File: src/rtl/sysbus_arb_pkg.sv
// -----------------------------------------------------------------------------
// sysbus_arb_pkg
// Shared types and constants for the two-requester Sysbus line-read arbiter.
//   - state_e   : arbiter FSM states (IDLE, REQ, RESP, DONE)
//   - req_id_e  : requester identity, also the low byte of the bus tag
//   - LINE_BEATS / LINE_BITS : cache line geometry
//   - TAG_CMD   : upper tag bits {SYSBUS_READ, SYSBUS_MEMORY} of a line read
// The Sysbus command macros get local fallbacks when no system-level
// definition is present.
// -----------------------------------------------------------------------------
`ifndef SYSBUS_READ
`define SYSBUS_READ 2'b01
`endif
`ifndef SYSBUS_MEMORY
`define SYSBUS_MEMORY 3'b001
`endif

package sysbus_arb_pkg;

    localparam int LINE_BEATS = 8;
    localparam int LINE_BITS  = 512;

    localparam logic [4:0] TAG_CMD = {`SYSBUS_READ, `SYSBUS_MEMORY};

    typedef enum logic [1:0] {
        ST_IDLE = 2'd0,
        ST_REQ  = 2'd1,
        ST_RESP = 2'd2,
        ST_DONE = 2'd3
    } state_e;

    typedef enum logic {
        ID_IF = 1'b0,
        ID_DM = 1'b1
    } req_id_e;

endpackage

File: src/rtl/sysbus_line_assembler.sv
// -----------------------------------------------------------------------------
// sysbus_line_assembler
// Collects the response beats of one line read into a line register.
// A beat is stored only while the arbiter is collecting (i_active), the bus
// presents a beat (i_respcyc) and the tag low byte equals the owner id.
// Ports:
//   clk, reset     : clock, synchronous active-low reset
//   i_clear        : restart the beat counter for a new transfer
//   i_active       : arbiter is in its response-collection state
//   i_respcyc      : response beat valid on the bus
//   i_tag_lo       : low byte of the response tag
//   i_resp         : response beat data
//   i_id           : id of the transaction owner
//   o_last         : the beat stored this cycle completes the line
//   o_line         : assembled line
// -----------------------------------------------------------------------------
module sysbus_line_assembler #(
    parameter int BUS_DATA_WIDTH = 64,
    parameter int LINE_BEATS     = 8
) (
    input  logic                                 clk,
    input  logic                                 reset,
    input  logic                                 i_clear,
    input  logic                                 i_active,
    input  logic                                 i_respcyc,
    input  logic [7:0]                           i_tag_lo,
    input  logic [BUS_DATA_WIDTH-1:0]            i_resp,
    input  sysbus_arb_pkg::req_id_e              i_id,
    output logic                                 o_last,
    output logic [LINE_BEATS*BUS_DATA_WIDTH-1:0] o_line
);

    localparam int CW = (LINE_BEATS > 1) ? $clog2(LINE_BEATS) : 1;

    logic [CW-1:0]                          r_count;
    logic [LINE_BEATS*BUS_DATA_WIDTH-1:0]   r_line;
    logic                                   w_store;

    // Beat acceptance and end-of-line detection
    always_comb begin
        w_store = i_active && i_respcyc && (i_tag_lo == 8'(i_id));
        o_last  = w_store && (r_count == CW'(LINE_BEATS - 1));
    end

    // Beat counter and line storage; the counter wraps only on the last beat
    always_ff @(posedge clk) begin
        if (!reset) begin
            r_count <= '0;
            r_line  <= '0;
        end else if (i_clear) begin
            r_count <= '0;
        end else if (w_store) begin
            r_line[r_count*BUS_DATA_WIDTH +: BUS_DATA_WIDTH] <= i_resp;
            if (o_last) begin
                r_count <= '0;
            end else begin
                r_count <= r_count + CW'(1);
            end
        end
    end

    assign o_line = r_line;

endmodule

File: src/rtl/sysbus_arbiter.sv
// -----------------------------------------------------------------------------
// sysbus_arbiter
// Arbitrates line reads from a fetch (IF) and a data-memory (DM) requester
// onto one Sysbus master port, one transaction at a time.
// Ports:
//   clk, reset                     : clock, synchronous active-low reset
//   if_req/if_addr/if_gnt/if_done  : fetch requester handshake
//   dm_req/dm_addr/dm_gnt/dm_done  : data-memory requester handshake
//   line_out                       : assembled line, valid with if_done/dm_done
//   bus_reqcyc/bus_req/bus_reqtag/bus_reqack : Sysbus request channel
//   bus_respcyc/bus_resp/bus_resptag/bus_respack : Sysbus response channel
// Configuration:
//   SYSBUS_ARB_ROUND_ROBIN_EN defined   -> simultaneous requests alternate,
//                                          the requester not served last wins
//   SYSBUS_ARB_ROUND_ROBIN_EN undefined -> DM always beats IF
// -----------------------------------------------------------------------------
module sysbus_arbiter #(
    parameter int BUS_DATA_WIDTH = 64,
    parameter int BUS_TAG_WIDTH  = 13,
    parameter int LINE_BEATS     = 8
) (
    input  logic                                 clk,
    input  logic                                 reset,
    input  logic                                 if_req,
    input  logic [63:0]                          if_addr,
    output logic                                 if_gnt,
    output logic                                 if_done,
    input  logic                                 dm_req,
    input  logic [63:0]                          dm_addr,
    output logic                                 dm_gnt,
    output logic                                 dm_done,
    output logic [LINE_BEATS*BUS_DATA_WIDTH-1:0] line_out,
    output logic                                 bus_reqcyc,
    output logic [63:0]                          bus_req,
    output logic [BUS_TAG_WIDTH-1:0]             bus_reqtag,
    output logic                                 bus_respack,
    input  logic                                 bus_reqack,
    input  logic                                 bus_respcyc,
    input  logic [BUS_DATA_WIDTH-1:0]            bus_resp,
    input  logic [BUS_TAG_WIDTH-1:0]             bus_resptag
);

    import sysbus_arb_pkg::*;

    localparam int OFFS_W = $clog2((LINE_BEATS * BUS_DATA_WIDTH) / 8);

    state_e         r_state;
    req_id_e        r_owner;
    req_id_e        w_winner;
    logic           w_any_req;
    logic [63:0]    w_line_addr;
    logic           w_last;
    logic           w_unused_bits;
`ifdef SYSBUS_ARB_ROUND_ROBIN_EN
    req_id_e        r_last_served;
`endif

    // Winner selection among the currently raised requests
    always_comb begin
        w_any_req = if_req | dm_req;
`ifdef SYSBUS_ARB_ROUND_ROBIN_EN
        if (if_req && dm_req) begin
            w_winner = (r_last_served == ID_IF) ? ID_DM : ID_IF;
        end else if (dm_req) begin
            w_winner = ID_DM;
        end else begin
            w_winner = ID_IF;
        end
`else
        if (dm_req) begin
            w_winner = ID_DM;
        end else begin
            w_winner = ID_IF;
        end
`endif
        if (w_winner == ID_DM) begin
            w_line_addr = {dm_addr[63:OFFS_W], {OFFS_W{1'b0}}};
        end else begin
            w_line_addr = {if_addr[63:OFFS_W], {OFFS_W{1'b0}}};
        end
    end

    // Byte offsets and upper tag bits carry no information for this block
    assign w_unused_bits = ^{if_addr[OFFS_W-1:0], dm_addr[OFFS_W-1:0],
                             bus_resptag[BUS_TAG_WIDTH-1:8]};

    // Responses are acknowledged only while collecting, so stale beats drop
    assign bus_respack = bus_respcyc && (r_state == ST_RESP);

    // Arbiter FSM with registered grant, done and bus request outputs
    always_ff @(posedge clk) begin
        if (!reset) begin
            r_state    <= ST_IDLE;
            r_owner    <= ID_IF;
            if_gnt     <= 1'b0;
            dm_gnt     <= 1'b0;
            if_done    <= 1'b0;
            dm_done    <= 1'b0;
            bus_reqcyc <= 1'b0;
            bus_req    <= 64'd0;
            bus_reqtag <= '0;
`ifdef SYSBUS_ARB_ROUND_ROBIN_EN
            r_last_served <= ID_IF;
`endif
        end else begin
            if_gnt  <= 1'b0;
            dm_gnt  <= 1'b0;
            if_done <= 1'b0;
            dm_done <= 1'b0;
            case (r_state)
                ST_IDLE: begin
                    if (w_any_req) begin
                        r_owner    <= w_winner;
                        if_gnt     <= (w_winner == ID_IF);
                        dm_gnt     <= (w_winner == ID_DM);
                        bus_reqcyc <= 1'b1;
                        bus_req    <= w_line_addr;
                        bus_reqtag <= BUS_TAG_WIDTH'({TAG_CMD, 8'(w_winner)});
                        r_state    <= ST_REQ;
`ifdef SYSBUS_ARB_ROUND_ROBIN_EN
                        r_last_served <= w_winner;
`endif
                    end else begin
                        r_state <= ST_IDLE;
                    end
                end
                ST_REQ: begin
                    if (bus_reqack) begin
                        bus_reqcyc <= 1'b0;
                        r_state    <= ST_RESP;
                    end else begin
                        r_state <= ST_REQ;
                    end
                end
                ST_RESP: begin
                    if (w_last) begin
                        if_done <= (r_owner == ID_IF);
                        dm_done <= (r_owner == ID_DM);
                        r_state <= ST_DONE;
                    end else begin
                        r_state <= ST_RESP;
                    end
                end
                ST_DONE: begin
                    r_state <= ST_IDLE;
                end
                default: begin
                    bus_reqcyc <= 1'b0;
                    r_state    <= ST_IDLE;
                end
            endcase
        end
    end

    sysbus_line_assembler #(
        .BUS_DATA_WIDTH (BUS_DATA_WIDTH),
        .LINE_BEATS     (LINE_BEATS)
    ) u_assembler (
        .clk       (clk),
        .reset     (reset),
        .i_clear   ((r_state == ST_REQ) && bus_reqack),
        .i_active  (r_state == ST_RESP),
        .i_respcyc (bus_respcyc),
        .i_tag_lo  (bus_resptag[7:0]),
        .i_resp    (bus_resp),
        .i_id      (r_owner),
        .o_last    (w_last),
        .o_line    (line_out)
    );

endmodule

File: config.mk
export PLATFORM = sky130hd
export DESIGN_NAME = sysbus_arbiter
export DESIGN_NICKNAME = d
export VERILOG_FILES = /design/src/rtl/sysbus_arb_pkg.sv /design/src/rtl/sysbus_line_assembler.sv /design/src/rtl/sysbus_arbiter.sv
export SDC_FILE = /design/constraint.sdc
export NUM_CORES = 1
export LEC_CHECK = 0
export CAP_MARGIN = 20
export CORE_AREA = 2 2 310 312
export CTS_CLUSTER_SIZE = 14
export DETAILED_ROUTE_END_ITERATION = 12
export DIE_AREA = 0 0 312 314
export MAX_ROUTING_LAYER = met4
export PLACE_DENSITY = 0.52
export SLEW_MARGIN = 5
export SYNTH_ARGS = -nofsm -noshare
export SYNTH_HDL_FRONTEND = slang
export SYNTH_SLANG_ARGS = --single-unit
File: constraint.sdc
create_clock -name clk -period 3.9 [get_ports clk]
set_input_delay 0.39 -clock clk [delete_from_list [all_inputs] [get_ports clk]]
set_output_delay 0.39 -clock clk [all_outputs]
set_load 0.01 [all_outputs]
# [After elaboration in Yosys (flattened, before gate mapping)]
# Index checks and enable logic that the tools add are counted.
[word_totals] regBits=589 inputBits=211 output_inout_bits=595 word_cells=50
[op_classes] add_sub_neg=2 n_eq_ne=7 shift=2 muxes=11 bitwise_logic=5 n_reduce_logical=12
[op_table] op="$bwmux 512" count=1
[op_table] op="$shift 64x34->512 const A" count=1
[op_table] op="$shiftx 64x34->512" count=1
[op_table] op="$mux 64" count=1
[op_table] op="$neg 9->34" count=1
[op_table] op="$reduce_and 3->1" count=3
[op_table] op="$eq 8x1->1" count=1
[op_table] op="$pmux 2 s4" count=1
[op_table] op="$mux 1" count=5
[op_table] op="$eq 2x2->1 const B" count=2
[op_table] op="$logic_and 1x1->1" count=4
[op_table] op="$ne 2x2->1 const B" count=2
[op_table] op="$not 1->1" count=4
[op_table] op="$reduce_and 2->1" count=2
[op_table] op="$add 3x1->3 const B" count=1
[op_table] op="$eq 3x3->1 const B" count=1
[op_table] op="$mux 3" count=1
[op_table] op="$eq 2x1->1 const B" count=1
[op_table] op="$logic_not 2->1" count=1
[op_table] op="$mux 2" count=1
[op_table] op="$pmux 1 s2" count=1
[op_table] op="$reduce_bool 2->1" count=1
[op_table] op="$reduce_or 2->1" count=1
[op_table] op="$or 1x1->1" count=1

# [Depth between registers and ports, before layout]
# Gate-level depths: netlist of run 1.
[logic_depth] word_depth=6 depth_mapped=13 ltp_nobuf=7

# [Hierarchy]
# From an unflattened synthesis of run 1, not the netlist that was laid out.
[unflattened] hier_cells=2634 hier_area_um2=24900.1
[modules_own_cells] module="sysbus_line_assembler" instances=1 cells_per_inst=2389 area_each_um2=21729.6 seq_area_each_um2=10309.9
[modules_own_cells] module="sysbus_arbiter" instances=1 cells_per_inst=245 area_each_um2=3170.5 seq_area_each_um2=1341.3

# [Worst setup path before layout of run 1]
# No wires, ideal clock.
[synth_path] path_type="reg2reg" from="register u_assembler.r_count[0]" to="register u_assembler.r_line[132] (netlist: u_assembler.o_line[132])" setup_ns=0.142 arrival_time_ns=2.984 required_ns=3.758 slack_ns=0.774 path_stages_with_launch=13 n_path_buf=5 synth_period_minus_slack_ns=3.126 path_cell_list="dfxtp_1 > clkbuf_1 > inv_1 > ha_1 > ha_1 > clkbuf_1 > nand2b_1 > clkbuf_1 > nor3b_1 > nand4_1 > buf_2 > buf_1 > mux2i_1"
[synth_via] elab_chain_cells=3 word_cells_on_any_way=4 cone_classes="add/sub: 1; shift: 2; mux: 1"
[synth_rtl] item="from (decl)" line="sysbus_line_assembler.sv:35" text="logic [CW-1:0] r_count;"
[synth_rtl] item="from (signal assigned)" line="sysbus_line_assembler.sv:57" text="r_count <= r_count + CW'(1);"
[synth_rtl] item="$neg 9->34 *" line="sysbus_line_assembler.sv:53" text="r_line[r_count*BUS_DATA_WIDTH +: BUS_DATA_WIDTH] <= i_resp;"
[synth_rtl] item="$shiftx 64x34->512 or $shift 64x34->512 (tied branches)" line="sysbus_line_assembler.sv:53"
[synth_rtl] item="$bwmux 512 *" line="sysbus_line_assembler.sv:53"
[synth_rtl] item="to (signal, indexed assignment)" line="sysbus_line_assembler.sv:53"
[synth_rtl] item="to (decl)" line="sysbus_line_assembler.sv:36" text="logic [LINE_BEATS*BUS_DATA_WIDTH-1:0] r_line;"
# Every way passes the cells marked *; elsewhere a longest branch is shown, timed or not.
# A chain may end at the register's enable or synchronous reset.

# [Final worst setup path of run 1]
[layout_path] from="register u_assembler.r_count[0]" to="register u_assembler.r_line[364] (netlist: u_assembler.o_line[364])"
# The elaborated chain is that of the path after synthesis.

==> results of run 1 <==
## per-layer routing
| layer | up-vias | routed length [um] | track usage |
|---|---|---|---|
| met2 | 745 | 53800 | 0.373 |
| met4 | 0 | 4020 | 0.0797 |
| met5 | - | 0 | - |
| met1 | 10100 | 45300 | 0.259 |
| li1 | 10200 | - | - |
| met3 | 135 | 6020 | 0.0413 |
## kinds of logic (layout without fill, tap and decap cells)
family,count (synthesis),after routing
flip-flops,582,582
buffers and inverters,290,957
adder cells (fa/ha/maj),4,4
multiplexers,427,427
AND/OR/NAND/NOR,958,958
other,1,17
XOR/XNOR,1,1
AO/OA/AOI/OAI,285,285
## per-stage QoR
stage / instances / hold slack (ns) / total power (uW) / util / area, sq um
2_1_floorplan: 2563 / 0.448 / 6620 / - / 23700
3_3_place_gp: 4377 / 0.442 / 7270 / 0.343 / 32400
3_5_place_dp: 4377 / 0.446 / 7260 / 0.343 / 32400
4_1_cts: 4495 / 0.151 / 13900 / 0.367 / 34700
5_1_grt: 4495 / 0.178 / 14300 / 0.367 / 34700
6_report: 4496 / 0.185 / 13800 / 0.367 / 34700
## flip-flops by register name, indices dropped and copies added (netlist names)
signal,flops
u_assembler.o_line,512
u_assembler.r_count,3
bus_reqcyc,1
dm_done,1
if_done,1
r_state,2
dm_gnt,1
bus_req,58
bus_reqtag,2
if_gnt,1
## cell usage after synthesis, types with 5 or more instances
master	count
nor3_1	5
o211ai_1	77
nand3b_1	18
buf_6	8
buf_2	24
buf_4	26
clkbuf_1	206
a31o_2	56
dfxtp_1	582
and2_1	6
o21ai_0	75
nor2_1	70
nand2_1	469
or3_1	6
a31o_1	10
inv_1	5
a211oi_1	58
nand3_1	294
buf_1	20
nor4_1	68
mux2i_1	427
## worst reg2reg max path: stages (launching register included)
cell     delay [ns]
dfxtp_4        0.34
buf_4          0.55
nand2_2        0.53
or3_2          0.57
buf_4          0.28
or2_4          0.61
a31o_2         0.40
## final cells by class
class | instances | area (sq um)
Tap cell | 1265 | 1580
Sequential cell | 582 | 11700
Clock buffer | 98 | 2040
Inverter | 6 | 22.5
Multi-Input combinational cell | 1691 | 10800
Antenna cell | 1 | 2.50
Fill cell | 9729 | 59800
Timing Repair Buffer | 833 | 8310
Clock inverter | 20 | 235
## power by group through the flow
stage / registers (uW) / logic, uW / clock network [uW]
after CTS: 6080 / 1060 / 6800
after floorplan: 6240 / 385 / 0
after detailed placement: 6210 / 1060 / 0
final: 6080 / 1050 / 6630
after global placement: 6210 / 1060 / 0
after global routing: 6090 / 1120 / 7050
## path summary, 6_finish.rpt
check,startpoint,to,cells after the start
max,u_assembler.r_count[0],u_assembler.o_line[364],6
min,dm_req,if_gnt,2
min reg2reg,u_assembler.o_line[50],u_assembler.o_line[50],2
max reg2reg,u_assembler.r_count[0],u_assembler.o_line[364],6
==> summary.md, run 1 <==
| Metric | Value |
|---|---|
| Status | finished clean |
| GPL Wtd Cong | 0.825 |
| Worst Path Required | 4.40 ns |
| Commonest cells after routing, fill and taps aside | 770 x clkdlybuf4s50_1, 581 x dfxtp_1, 468 x nand2_1 |
| Post-cts gate resize count | 0 |
| Routed Antenna Nets | 0 |
| Post-layout nets | 3399 |
| Measured slew at the worst slew-check pin | 1.10 ns |
| WP buf/inv | 2 |
| Int Pwr | 10400 uW |
| Post-Syn Area | 23600 sq um |
| Grt total ovfl | 0 |
| Synth area leader | dfxtp_1 |
| Post-synth ARST share | 0 |
| Layout cell share with drive strength beyond 1 | 0.0780 |
| Starting DRT DRC Count | 1530 |
| Worst path most repeated cell | buf_4 |
| Sequential area share after synthesis | 0.493 |
| Synth Flop Type | dfxtp_1 |
| Post-CTS Setup Inserts | 0 |
| RSZ-0062 raised after global routing | no |
| Avg Cell Area, Syn | 9.27 sq um |
| Clock power frac | 0.482 |
| EDFF count, synth | 0 |
| Die W | 312 um |
| Via count | 21200 |
| Fin crit period | 3.39 ns |
| Top cells by area, synth | dfxtp_1 49%, mux2i_1 18%, nand2_1 7.5%, nand3_1 6.2%, clkbuf_1 3.3% |
| Largest net degree at the start of global routing | 121 |
| CP Class | reg -> reg |
| P_sw | 3380 uW |
| CTS Buf Count | 70 |
| HPWL after detailed placement | 77.3 mm |
| DRC viols | 0 |
| Critical Path Source Type | register |
| Post-synthesis xor/xnor area fraction | 0.000371 |
| Register share of total power | 0.442 |
| CTS root buffer | clkbuf_16 |
| Synth-to-layout area growth | 46.9% |
| Buffers on Ports | 772 |
| CP delay by family, top | simple AND/OR/NAND/NOR gates |
| Vias in the first global route | 20400 |
| Pwr dens | 397 nW/um^2 |
| #FFs+latches synth | 582 |
| Synthesized instance count | 2548 |
| WP data arrival | 3.89 ns |
| Final Hold Vio Count | 0 |
| Crit-path max cell delay | 0.61 ns |
| Max frequency | 295 MHz |
| Detailed Route WL | 109 mm |
| Most common cell after layout, fill and taps aside | clkdlybuf4s50_1 |
| Hold/Removal Path Class | in -> reg |
| Final Slew Violations | 0 |
| R2R Setup Slk | 0.51 ns |
| Vias per cell | 4.72 |
| Final TNS setup | 0 ns |
| Slowest CP cell | or2_4 |
| CTS sink count | 582 |
| IO Count | 806 |
| Largest family of logic cells by synthesized area | simple AND/OR/NAND/NOR gates |
| Finish-stage setup viols | 0 |
| Synth top area share | 0.493 |
| CTS clk-pin slew, worst paths | 0.06 ns |
| Global-route wire length before repair | 153 mm |
| Post-synthesis compound-gate area fraction | 0.0865 |
| Synth Area in Adders | 0.00212 |
| Library cells used by synthesis | 38 |
| Row cnt | 113 |
| Max-cap violations | 0 |
| Simple-Gate Fraction of Synth Area | 0.182 |
| Critical path peak fanout | 64 |
| Peak supply drop | 0.277 mV |
| Max_slew headroom | 0.265 |
| Yosys warning count | 0 |
| Total Routing Usage GR | 0.220 |
| Combinational group share of total power | 0.076 |
| Clock buffer depth | 3 |
| Hold buffer count at cts | 0 |
| Core box area | 94400 sq um |
| Clock insertion delay at the later pin of the skew report | 0.62 ns |
| Die area | 98000 sq um |
| Switching fraction of total power | 0.246 |
| CP cell instances | buf_4 > nand2_2 > or3_2 > buf_4 > or2_4 > a31o_2 |
| Avg WL per Cell | 24.3 um |
| Mux cell area share after synthesis | 0.181 |
| Starting Density | 0.250 |
| CTS tree | done |
| Period utilization | 0.868 |
| Drt first pass iters | 5 |
| DIE HEIGHT | 314 um |
| LEAKAGE | 0.0136 uW |
| Pre-CTS setup slack | 0.404 ns |
| Clock Skew | 0.0239 ns |
| Initial antenna violation count | 0 |
| CP endpoint kind | register |
| Setup WS post-layout | 0.514 ns |
| CTS H-tree depth | 3 |
No activity file was read; power rests on OpenSTA's default activity.
==> inputs of run 2 (changes only) <==
--- a/config.mk
+++ b/config.mk
@@ -7,11 +7,13 @@
 export LEC_CHECK = 0
 export CAP_MARGIN = 20
 export CORE_AREA = 2 2 310 312
+export CTS_BUF_LIST = sky130_fd_sc_hd__clkbuf_16
 export CTS_CLUSTER_SIZE = 14
 export DETAILED_ROUTE_END_ITERATION = 12
 export DIE_AREA = 0 0 312 314
+export DONT_BUFFER_PORTS = 1
 export MAX_ROUTING_LAYER = met4
-export PLACE_DENSITY = 0.52
+export PLACE_DENSITY = 0.41
 export SLEW_MARGIN = 5
 export SYNTH_ARGS = -nofsm -noshare
 export SYNTH_HDL_FRONTEND = slang
==> summary.md, run 2 (same netlist as run 1, synthesis figures left out) <==
| Metric | Value |
|---|---|
| Final TNS setup | 0 ns |
| Max_slew headroom | 0.259 |
| Commonest cells after routing, fill and taps aside | 581 x dfxtp_1, 468 x nand2_1, 427 x mux2i_1 |
| Max frequency | 272 MHz |
| Total Routing Usage GR | 0.209 |
| Buffers on Ports | 0 |
| Hold Path Origin | if_addr[12] |
| Die area | 98000 sq um |
| HPWL after detailed placement | 69.1 mm |
| Slowest CP cell | dlygate4sd3_1 |
| Synth-to-layout area growth | 19.9% |
| Max reg flops | 512 |
| CP cell instances | inv_1 > ha_1 > ha_2 > nand2b_4 > nor3_2 > buf_6 > nand3_1 > dlygate4sd3_1 > mux2i_1 > dlygate4sd3_1 |
| CTS tree | done |
| R2R Setup Slk | 0.22 ns |
| GPL Wtd Cong | 0.863 |
| Startpoint of the worst register-to-register path | u_assembler.r_count[1] |
| WP data arrival | 4.24 ns |
| Initial antenna violation count | 4 |
| Grt total ovfl | 0 |
| Detailed Route WL | 105 mm |
| CTS Buf Count | 72 |
| Post-layout nets | 2768 |
| Pwr dens | 463 nW/um^2 |
| Largest net degree at the start of global routing | 608 |
| Fin crit period | 3.68 ns |
| Clock buffer depth | 3 |
| Die W | 312 um |
| CTS sink count | 582 |
| Worst Path Required | 4.46 ns |
| Drt first pass iters | 5 |
| Via count | 19400 |
| Core box area | 94400 sq um |
| CTS H-tree depth | 3 |
| DIE HEIGHT | 314 um |
| Vias per cell | 5.01 |
| Row cnt | 113 |
| # fillers | 9889 |
| Critical path peak fanout | 62 |
| Starting Density | 0.250 |
| Routed Antenna Nets | 0 |
| DRC viols | 0 |
| Starting DRT DRC Count | 1476 |
| CTS root buffer | clkbuf_16 |
| Measured slew at the worst slew-check pin | 1.11 ns |
| IO Count | 806 |
| Multi-input gate area | 10800 sq um |
| Status | finished clean |
| Global-route wire length before repair | 145 mm |
| Layout cell share with drive strength beyond 1 | 0.0812 |
| Critical Path Source Type | register |
| LEAKAGE | 0.0114 uW |
| Hold/Removal Path Class | in -> reg |
| Final Slew Violations | 0 |
| Final Hold Vio Count | 0 |
| Finish-stage setup viols | 0 |
| Vias in the first global route | 18700 |
| CP Class | reg -> reg |
| Max-cap violations | 0 |
| CTS clk-pin slew, worst paths | 0.06 ns |
| Clock Skew | 0.0209 ns |
| Clock insertion delay at the later pin of the skew report | 0.62 ns |
| Sequential Area | 11700 sq um |
| Period utilization | 0.943 |
| RSZ-0062 raised after global routing | no |
| Crit path launch | u_assembler.r_count[1] |
| Most common cell after layout, fill and taps aside | dfxtp_1 |
| Avg WL per Cell | 27.1 um |
| Peak supply drop | 0.282 mV |
| Post-CTS Setup Inserts | 0 |
| CP endpoint kind | register |
| Worst path most repeated cell | dlygate4sd3_1 |
| Crit-path max cell delay | 0.62 ns |
| Post-Route Utilization | 0.300 |
==> run 2: area by class of cell <==
type,instances,area share
inverters,6,0.000796
clock buffers,77,0.0681
repair buffers,200,0.0714
well taps,1265,0.0559
diodes,4,0.000354
flip-flops and latches,582,0.412
clock inverters,42,0.00875
multi-input cells,1691,0.383
==> run 2: metal layers <==
metal / wire length, um / track usage / vias to the layer above / part of all wire
met5: 0 / - / - / 0
met4: 3720 / 0.0827 / 0 / 0.036
met3: 8330 / 0.0567 / 154 / 0.080
met2: 53200 / 0.365 / 848 / 0.51
met1: 39400 / 0.226 / 9453 / 0.38
li1: - / - / 8928 / -
==> run 2: path summary, 6_finish.rpt <==
check / to / cells past startpoint
max: u_assembler.o_line[295] / 10
min: bus_req[12] / 2
max reg2reg: u_assembler.o_line[295] / 10
min reg2reg: u_assembler.r_count[2] / 2
==> run 2: per-stage QoR <==
step	hold slack [ns]	total power [uW]	std cells	worst slack (ns)	cell area, sq um
after global placement	0.479	6580	3579	0.703	24400
after detailed placement	0.479	6600	3580	0.680	24500
final	0.0485	13100	3867	0.221	28300
after CTS	0.000565	13200	3863	0.114	28300
after floorplan	0.448	6620	2563	0.774	23700
after global routing	0.0275	13500	3866	0.0768	28300
==> run 2: timing repair <==
action | 4_1_cts | 5_1_grt
hold buffers | 164 | 0
endpoints found under the setup margin | 0 | 3
endpoints found under the hold margin | 441 | 0
gates resized for setup | 0 | 1
==> run 2: power by group <==
part | internal (uW) | leakage, uW | switching, uW
clock network | 3660 | 0.00113 | 2680
logic | 237 | 0.00560 | 373
registers | 6030 | 0.00470 | 115
total | 9930 | 0.0114 | 3170
==> run 2: worst max-delay path, delay by kind of cell, from the launching register on <==
kind	cells	cell delay, ns
multiplexers	1	0.12
AND/OR/NAND/NOR	3	0.69
adder cells (fa/ha/maj)	2	0.57
buffers and inverters	4	1.82
flip-flops	1	0.36
